<file path="config.mk">
export PLATFORM = sky130hd
export DESIGN_NAME = apb_regfile_responder
export DESIGN_NICKNAME = d
export VERILOG_FILES = /design/src/rtl/apb_pkg.sv /design/src/rtl/apb_strb_merge.sv /design/src/rtl/apb_regfile_responder.sv
export SDC_FILE = /design/constraint.sdc
export NUM_CORES = 1
export LEC_CHECK = 0
export CORE_MARGIN = 2
export CORE_UTILIZATION = 35
export DETAILED_ROUTE_END_ITERATION = 10
export DONT_BUFFER_PORTS = 1
export GPL_TIMING_DRIVEN = 1
export PLACE_DENSITY = 0.58
export SLEW_MARGIN = 20
export SYNTH_ARGS = -nofsm -noshare
export SYNTH_HDL_FRONTEND = slang
export SYNTH_SLANG_ARGS = --single-unit
export TNS_END_PERCENT = 30
</file>
<file path="constraint.sdc">
create_clock -name apb_clk_i -period 4.8 [get_ports apb_clk_i]
set_input_delay 0.96 -clock apb_clk_i [delete_from_list [all_inputs] [get_ports apb_clk_i]]
set_output_delay 0.96 -clock apb_clk_i [all_outputs]
set_load 0.05 [all_outputs]
</file>
<file path="src/rtl/apb_pkg.sv">
// Shared APB4 widths and the completer state encoding used by the register-file responder.
package apb_pkg;

   localparam int unsigned APB_ADDR_W = 32;
   localparam int unsigned APB_DATA_W = 32;
   localparam int unsigned APB_STRB_W = 4;
   localparam int unsigned APB_PROT_W = 3;

   typedef enum logic [1:0] {
      ST_IDLE = 2'd0,
      ST_WAIT = 2'd1,
      ST_DONE = 2'd2
   } apb_state_e;

endpackage

</file>
<file path="src/rtl/apb_strb_merge.sv">
// Combinational byte merge: each strobed byte lane takes the new data, others keep the old.
module apb_strb_merge
   import apb_pkg::*;
(
   input  logic [APB_DATA_W-1:0] old_data,
   input  logic [APB_DATA_W-1:0] new_data,
   input  logic [APB_STRB_W-1:0] strb,
   output logic [APB_DATA_W-1:0] merged
);

   always_comb begin
      merged = old_data;
      for (int unsigned b = 0; b < APB_STRB_W; b++) begin
         if (strb[b]) merged[8*b +: 8] = new_data[8*b +: 8];
      end
   end

endmodule

</file>
<file path="src/rtl/apb_regfile_responder.sv">
// APB4 completer: 32-bit register file with byte strobes, fixed wait states and SLVERR.
// Register 0 is the read-only ID (id_i); registers 1..NUM_REGS-1 are read/write.
module apb_regfile_responder
   import apb_pkg::*;
#(
   parameter logic [APB_ADDR_W-1:0] BASE_ADDR   = 32'h0000_0000,
   parameter int unsigned           NUM_REGS    = 8,
   parameter int unsigned           WAIT_CYCLES = 0,
   parameter logic [APB_DATA_W-1:0] RESET_VALUE = 32'h0000_0000,
   parameter int unsigned           PRIV_WRITE  = 0
) (
   input  logic                         apb_clk_i,
   input  logic                         apb_reset_i,
   input  logic [APB_ADDR_W-1:0]        apb_addr_i,
   input  logic                         apb_sel_i,
   input  logic                         apb_enable_i,
   input  logic                         apb_write_i,
   input  logic [APB_STRB_W-1:0]        apb_strb_i,
   input  logic [APB_PROT_W-1:0]        apb_prot_i,
   input  logic [APB_DATA_W-1:0]        apb_wdata_i,
   output logic                         apb_ready_o,
   output logic [APB_DATA_W-1:0]        apb_rdata_o,
   output logic                         apb_slverr_o,
   input  logic [APB_DATA_W-1:0]        id_i,
   output logic [APB_DATA_W*NUM_REGS-1:0] regs_o,
   output logic [NUM_REGS-1:0]          wr_pulse_o
);

   localparam int unsigned IDX_W = 6;

   apb_state_e state_q, state_d;
   logic [3:0]            cnt_q, cnt_d;
   logic                  ready_q, ready_d, slverr_q, slverr_d;
   logic [APB_DATA_W-1:0] rdata_q, rdata_d;
   logic [IDX_W-1:0]      idx_q;
   logic                  write_q, err_q;
   logic [APB_STRB_W-1:0] strb_q;
   logic [APB_DATA_W-1:0] wdata_q;
   logic                  latch, commit, enter_done;

   logic [APB_DATA_W-1:0] regs_q [1:NUM_REGS-1];
   logic [APB_DATA_W-1:0] merged [1:NUM_REGS-1];
   logic [NUM_REGS-1:0]   wr_pulse_q;

   logic [APB_ADDR_W-1:0] off;
   logic                  err_in;
   logic [IDX_W-1:0]      idx_in, cur_idx;
   logic                  cur_err, cur_write;
   logic [APB_DATA_W-1:0] rd_val;
   logic                  unused_prot;

   assign unused_prot = ^apb_prot_i[APB_PROT_W-1:1];

   // Decode of the bus as presented in the setup phase.
   always_comb begin
      off    = apb_addr_i - BASE_ADDR;
      idx_in = off[IDX_W+1:2];
      err_in = (apb_addr_i < BASE_ADDR) || (off[1:0] != 2'b00)
            || (off[APB_ADDR_W-1:2] >= 30'(NUM_REGS))
            || (apb_write_i && (off[APB_ADDR_W-1:2] == '0))
            || ((PRIV_WRITE != 0) && apb_write_i && !apb_prot_i[0]);
   end

   // With zero wait states DONE is entered straight from the setup edge, so the
   // live decode is used there instead of the latched copy.
   assign cur_idx   = (state_q == ST_IDLE) ? idx_in      : idx_q;
   assign cur_err   = (state_q == ST_IDLE) ? err_in      : err_q;
   assign cur_write = (state_q == ST_IDLE) ? apb_write_i : write_q;

   always_comb begin
      rd_val = '0;
      if (cur_idx == '0) rd_val = id_i;
      for (int unsigned i = 1; i < NUM_REGS; i++) begin
         if (cur_idx == IDX_W'(i)) rd_val = regs_q[i];
      end
   end

   always_comb begin
      state_d    = state_q;
      cnt_d      = cnt_q;
      ready_d    = 1'b0;
      slverr_d   = 1'b0;
      rdata_d    = '0;
      latch      = 1'b0;
      commit     = 1'b0;
      enter_done = 1'b0;
      case (state_q)
         ST_IDLE: begin
            if (apb_sel_i && !apb_enable_i) begin
               latch = 1'b1;
               cnt_d = 4'(WAIT_CYCLES);
               if (WAIT_CYCLES == 0) enter_done = 1'b1;
               else                  state_d    = ST_WAIT;
            end
         end
         ST_WAIT: begin
            if (!apb_sel_i) begin
               state_d = ST_IDLE;
            end else begin
               cnt_d = cnt_q - 4'd1;
               if (cnt_q == 4'd1) enter_done = 1'b1;
            end
         end
         ST_DONE: begin
            if (!apb_sel_i) begin
               state_d = ST_IDLE;
            end else if (apb_enable_i) begin
               commit  = write_q && !err_q;
               state_d = ST_IDLE;
            end else begin
               ready_d  = 1'b1;
               slverr_d = slverr_q;
               rdata_d  = rdata_q;
            end
         end
         default: state_d = ST_IDLE;
      endcase
      if (enter_done) begin
         state_d  = ST_DONE;
         ready_d  = 1'b1;
         slverr_d = cur_err;
         rdata_d  = (!cur_write && !cur_err) ? rd_val : '0;
      end
   end

   always_ff @(posedge apb_clk_i) begin
      if (apb_reset_i) begin
         state_q  <= ST_IDLE;
         cnt_q    <= '0;
         ready_q  <= 1'b0;
         slverr_q <= 1'b0;
         rdata_q  <= '0;
         idx_q    <= '0;
         write_q  <= 1'b0;
         err_q    <= 1'b0;
         strb_q   <= '0;
         wdata_q  <= '0;
      end else begin
         state_q  <= state_d;
         cnt_q    <= cnt_d;
         ready_q  <= ready_d;
         slverr_q <= slverr_d;
         rdata_q  <= rdata_d;
         if (latch) begin
            idx_q   <= idx_in;
            write_q <= apb_write_i;
            err_q   <= err_in;
            strb_q  <= apb_strb_i;
            wdata_q <= apb_wdata_i;
         end
      end
   end

   always_ff @(posedge apb_clk_i) begin
      if (apb_reset_i) begin
         for (int unsigned i = 1; i < NUM_REGS; i++) regs_q[i] <= RESET_VALUE;
         wr_pulse_q <= '0;
      end else begin
         wr_pulse_q <= '0;
         for (int unsigned i = 1; i < NUM_REGS; i++) begin
            if (commit && (idx_q == IDX_W'(i))) begin
               regs_q[i]     <= merged[i];
               wr_pulse_q[i] <= 1'b1;
            end
         end
      end
   end

   assign regs_o[APB_DATA_W-1:0] = id_i;

   for (genvar g = 1; g < NUM_REGS; g++) begin : g_reg
      apb_strb_merge u_merge (
         .old_data (regs_q[g]),
         .new_data (wdata_q),
         .strb     (strb_q),
         .merged   (merged[g])
      );
      assign regs_o[APB_DATA_W*g +: APB_DATA_W] = regs_q[g];
   end

   assign apb_ready_o  = ready_q;
   assign apb_slverr_o = slverr_q;
   assign apb_rdata_o  = rdata_q;
   assign wr_pulse_o   = wr_pulse_q;

endmodule

</file>
==> impl_metrics.ini <==
[routing]
drcViolationCount = 0
drt-total-wl_mm = 51.40
postRouteAntennaNets = 0
dr.pass1.iters = 5
drt-wirelength-per-cell_um = 28.03
vias_per_cell = 5.660
num_vias = 10380
drtIter0Drc = 817

[grt]
overflow = 0
track_usage_pct = 23.11
grt_pass1_vias = 10360
grt_pass1_wl_mm = 73.38
antenna_found_initial = 2
grt_max_degree = 86

[clocking]
cts_root_buf = clkbuf_16
numCtsBuffers = 37
cts_setup_buffers = 0
clockBufferDepth = 3
cts.sinks = 310
clock_latency_ps = 540
post_cts_resized = 0
clk_pin_slew_ps = 60
cts_tree = yes
cts_hold_buffers = 0
htreeDepth = 2

[sta]
finalMaxSlewViolations = 0
tns_ps = 0
worstMarginPinSlew_ps = 1082
setup_viol = 0
slew_headroom_pct = 26.35
skew_ps = 17.09
fmax_mhz = 319.0
rsz0062_at_grt = no
hold_viol = 0
min_period_ps = 3135
finalCritPeriodShare_pct = 65.32
worst_slack_ps = 1665

[logic_synthesis]
yosysTopAreaCellShare_pct = 45.92
syn-cell-area_um2 = 14650
postSynthCellCount = 1349
yosysTopAreaCell = edfxtp_1
yosys_warnings = 0
synth.distinct_cells = 54
ys_async_sr_fraction_pct = 0
ys_seq_elements = 310
synth_area_per_cell_um2 = 10.86
synth_area_leaders = edfxtp_1 (46%), dfxtp_1 (12%), and2_1 (9.6%)
synth_flop_cell = edfxtp_1
yosysSeqAreaShare_pct = 57.67
synth_nets = 1460
synth-edff-count = 224

[pwr]
p_int_w = 0.004829
leakage_nw = 5.902
p_comb_share_pct = 5.9
p_sw_share_pct = 26.76
p_switching_w = 0.001764
p_total_w = 0.006593
power.density_nw_per_um2 = 407.5
vdd_drop_max_uv = 263.8
p_seq_share_pct = 50.1
clkPwrFrac_pct = 44.0

[worst_setup_path]
crit_required_ps = 4970
start_kind = flip-flop
crit_path_end_kind = flip-flop
path_delay_family = simple AND/OR/NAND/NOR gates
crit_path_cell_trace = or4b_4, nor3_2, nand2_2, nor3b_4, a21o_1
arrival_ps = 3310
crit_buf_inv = 0
slowest_delay_ps = 890
critPathMaxFanout = 15
crit_slowest_cell = nor3b_4
critPathKind = reg2reg

[floorplan]
io_pins = 406
die_w_um = 208.6
start_util_pct = 35.63
coreArea_um2 = 41110
die-height_um = 208.6
num_rows = 74
die_area_um2 = 43500

[min_path]
hold_class = in2reg

[final_layout]
areaGrowthSynthToFinish_pct = 10.46
final_util_pct = 39.36
drive_gt1_share_pct = 8.449
fin_area_um2 = 16180
fill_cells = 3963
final_nets = 1384
antenna_cells = 0
final_cell_mix = and2_1 (224), edfxtp_1 (224), nand2_1 (135)

[place]
io_buffer_count = 0
dpl.hpwl_mm = 34.92
globalplace.congestion = 0.8283
place_area_um2 = 14930
post-place-ws_ps = 1294

[flow_run]
maxCapViolations = 0

[outcome]
outcome = completed
-- synthesized netlist by cell type, types with 5 or more instances --
library cell / instances
a21o_1: 28
a21oi_1: 25
a221oi_1: 7
a2bb2oi_1: 7
a31oi_1: 50
a32oi_1: 7
and2_1: 224
buf_1: 10
buf_2: 28
buf_4: 35
clkbuf_1: 64
clkbuf_2: 6
dfxtp_1: 86
edfxtp_1: 224
inv_1: 26
mux2i_1: 71
nand2_1: 135
nor2_1: 103
nor2b_1: 5
nor3_1: 41
nor3b_1: 14
nor4_1: 9
o21ai_0: 31
o221ai_1: 31
o22a_1: 14
o311ai_0: 7
o31ai_1: 25
-- cell type report --
| type | count | area, um^2 | share of cell area, % |
|---|---|---|---|
| clock buffers | 45 | 1028 | 6.357 |
| clock inverters | 23 | 220.2 | 1.361 |
| inverters | 27 | 101.3 | 0.6264 |
| multi-input cells | 869 | 5480 | 33.87 |
| flip-flops and latches | 310 | 8448 | 52.22 |
| well taps | 532 | 665.6 | 4.114 |
| repair buffers | 28 | 235.2 | 1.454 |
-- power by group through the flow --
stage	Combinational, W	Clock, W	Sequential (W)
global route	0.000423	0.00306	0.00331
CTS	0.000392	0.00296	0.00330
global placement	0.000385	0	0.00336
floorplan	0.000360	0	0.00330
detailed placement	0.000390	0	0.00336
finish	0.000389	0.00290	0.00330
-- sequential cells by signal, summed over array words and instances (netlist names) --
signal / flops
regs_q: 224
apb_rdata_o: 32
wdata_q: 32
wr_pulse_o: 7
idx_q: 6
strb_q: 4
apb_ready_o: 1
apb_slverr_o: 1
err_q: 1
state_q: 1
write_q: 1
-- cells by family after synthesis --
family,after synthesis,synth area share [%]
simple gates,553,19.74
flops,310,57.67
compound gates,237,11.52
buf+inv,170,5.544
mux,75,5.236
fa+ha+maj,3,0.2563
other cells,1,0.02560
-- routing by layer --
layer	global-route usage (%)	vias to the layer above	wire length [um]
met4	8.448	2	1587
met3	7.995	104	5065
li1	-	4643	-
met2	39.48	488	25010
met5	0	-	16
met1	26.89	5143	19730
-- through the flow --
step	cells	hold slack [ps]
after floorplan	1349	479.7
after CTS	1834	463.5
after global placement	1766	496.9
final	1834	494.6
after detailed placement	1766	516.5
after global routing	1834	467.0
-- worst paths after layout --
path	slack, ps	startpoint	depth (start not counted)	end
setup reg to reg	1660	idx_q[5]$_SDFFE_PP0P_	5	regs_q[0][100]$_SDFFCE_PN0P_
setup / recovery	1660	idx_q[5]$_SDFFE_PP0P_	5	regs_q[0][100]$_SDFFCE_PN0P_
hold reg to reg	530	write_q$_SDFFE_PP0P_	2	write_q$_SDFFE_PP0P_
hold / removal	490	apb_reset_i	1	write_q$_SDFFE_PP0P_
Power figures use the tool's default switching activity.
==> patch: new RTL, same flow settings <==
Re-encode `apb_state_e` (3 states) as one-hot, 3 bits wide.
--- a/src/rtl/apb_pkg.sv
+++ b/src/rtl/apb_pkg.sv
@@ -6,10 +6,10 @@
    localparam int unsigned APB_STRB_W = 4;
    localparam int unsigned APB_PROT_W = 3;
 
-   typedef enum logic [1:0] {
-      ST_IDLE = 2'd0,
-      ST_WAIT = 2'd1,
-      ST_DONE = 2'd2
+   typedef enum logic [2:0] {
+      ST_IDLE = 3'b001,
+      ST_WAIT = 3'b010,
+      ST_DONE = 3'b100
    } apb_state_e;
 
 endpackage
Function: no difference found for any inputs over 4 cycles, from zero or initial values and one cycle with apb_reset_i high; so few cycles prove little.
==> patch against the original RTL <==
- cell area is 3.7% lower
- hold slack worse by 0.038 ns
- first-iteration DRC count is 8.4% higher
- wire length is 4.5% higher
- total power is 0.50% higher
- critical endpoint is now apb_rdata_o[18]
- sequential cell count is 1 higher
- synthesized area is 4.9% lower
- setup slack worse by 0.45 ns
==> patch: results (changes against the original RTL) <==
### Timing
- **clock skew** 0.0151 ns, -0.00199 ns
- **Least-Margin Pin Slew** 1.17 ns, +0.0903 ns

### Floorplanning
- **DIE WIDTH** 203 µm, -2.4%

### Final layout
- **fraction of final layout cells with drive strength greater than 1** 10.3%, +1.8 points
- **filler instances** 3,796, -4.2%

### Route
- **DRC violation total after the first TritonRoute iteration** 886, +8.4%
- **final routed wirelength across all metal layers** 53.7 mm, +4.5%
- **detailed-route via count** 9,820, -5.4%

### Critical path
- **startpoint of the worst-slack reg-to-reg timing path** state_q[2]
- **worst reg2reg path endpoint** apb_rdata_o[18]
- **maximum fanout encountered on the critical timing path** 19, +4
- **signal arrival time at the worst endpoint** 4.08 ns, +0.77 ns
- **worst-case reg-to-reg path depth** 7, +2

### Worst hold path
- **hold path cells** 2, +1
- **worst min path class** flip-flop to flip-flop
- **hold_sp** write_q

### Synth
- **Distinct cells, synth** 52, -3.7%
- **net count of the mapped netlist** 1,336, -8.5%
- **Area contributors post-synth** edfxtp_1 (48%), dfxtp_1 (13%), and2_1 (10%)
- **most common library cells after synthesis** and2_1 (230), edfxtp_1 (224), nand2_1 (142)
- **part of the Yosys area used for sequential elements** 60.8%, +3.1 points

### Global routing
- **aggregate global-route resource usage** 25.4%, +2.3 points
- **wire length of the first global-routing pass** 73.2 mm, -0.22%
- **largest net degree at the start of global routing** 78, -9.3%

### Power
- **leakage power of the design** 5.63 nW, -4.6%

### Place
- **detailed placer's ending HPWL** 37.5 mm, +7.3%

### Status
- **run status** finished, final reports clean

-- patch: stage by stage --
step / cells / utilization [%] / worst slack, ns / hold slack [ns] / area, µm²
3_3_place_gp: 1665 / 36.2 / 1.44 / 0.443 / 14300
6_report: 1735 / 39.4 / 1.21 / 0.456 / 15600
3_5_place_dp: 1665 / 36.2 / 1.38 / 0.450 / 14300
2_1_floorplan: 1228 / - / 2.04 / 0.437 / 13900
5_1_grt: 1733 / 39.4 / 1.15 / 0.469 / 15600
4_1_cts: 1733 / 39.4 / 1.36 / 0.457 / 15600
-- patch: cell type report --
class	count	area share, %
sequential	311	54.3
multi-input combinational	787	31.2
clock buffer	55	7.03
tap	525	4.21
timing repair buffer	36	1.81
clock inverter	13	1.19
inverter	6	0.144
antenna	2	0.0321
-- patch: kinds of logic (layout without fill, tap and decap cells) --
logic type / Yosys count / after routing / synth area share [%]
flip-flops: 311 / 311 / 60.8
XOR/XNOR: 2 / 2 / 0.126
AO/OA/AOI/OAI: 294 / 294 / 13.6
AND/OR/NAND/NOR: 442 / 442 / 17.2
buffers and inverters: 130 / 110 / 4.79
other: 1 / 3 / 0.0269
multiplexers: 48 / 48 / 3.50
-- patch: report_power, final --
part	switching, W	internal, W
clock	0.00114	0.00181
sequential	0.000330	0.00296
combinational	0.000274	0.000113
total	0.00175	0.00488
-- patch: worst max-delay path by stage --
stage	startpoint	endpoint	slack (ns)
2_1_floorplan	apb_enable_i	apb_rdata_o[10]	2.04
3_3_place_gp	state_q[2]	apb_rdata_o[18]	1.44
3_5_place_dp	state_q[2]	apb_rdata_o[18]	1.38
4_1_cts	state_q[2]	apb_rdata_o[18]	1.36
5_1_grt	state_q[2]	apb_rdata_o[18]	1.15
6_report	state_q[2]	apb_rdata_o[18]	1.21
-- patch: worst max-delay path: stages, from the launching register on --
cell	delay, ns
dfxtp_1	0.40
nand2b_1	0.80
mux2i_2	0.47
buf_4	0.32
nor4_2	0.93
a22oi_1	0.22
o211ai_1	0.23
a21o_1	0.16
-- patch: metal layers --
layer,vias up,track usage [%],routed length (µm)
met1,4940,31.1,21100
li1,4317,-,-
met2,496,43.1,26300
met3,67,7.78,5160
met5,-,0,0
met4,0,7.12,1140
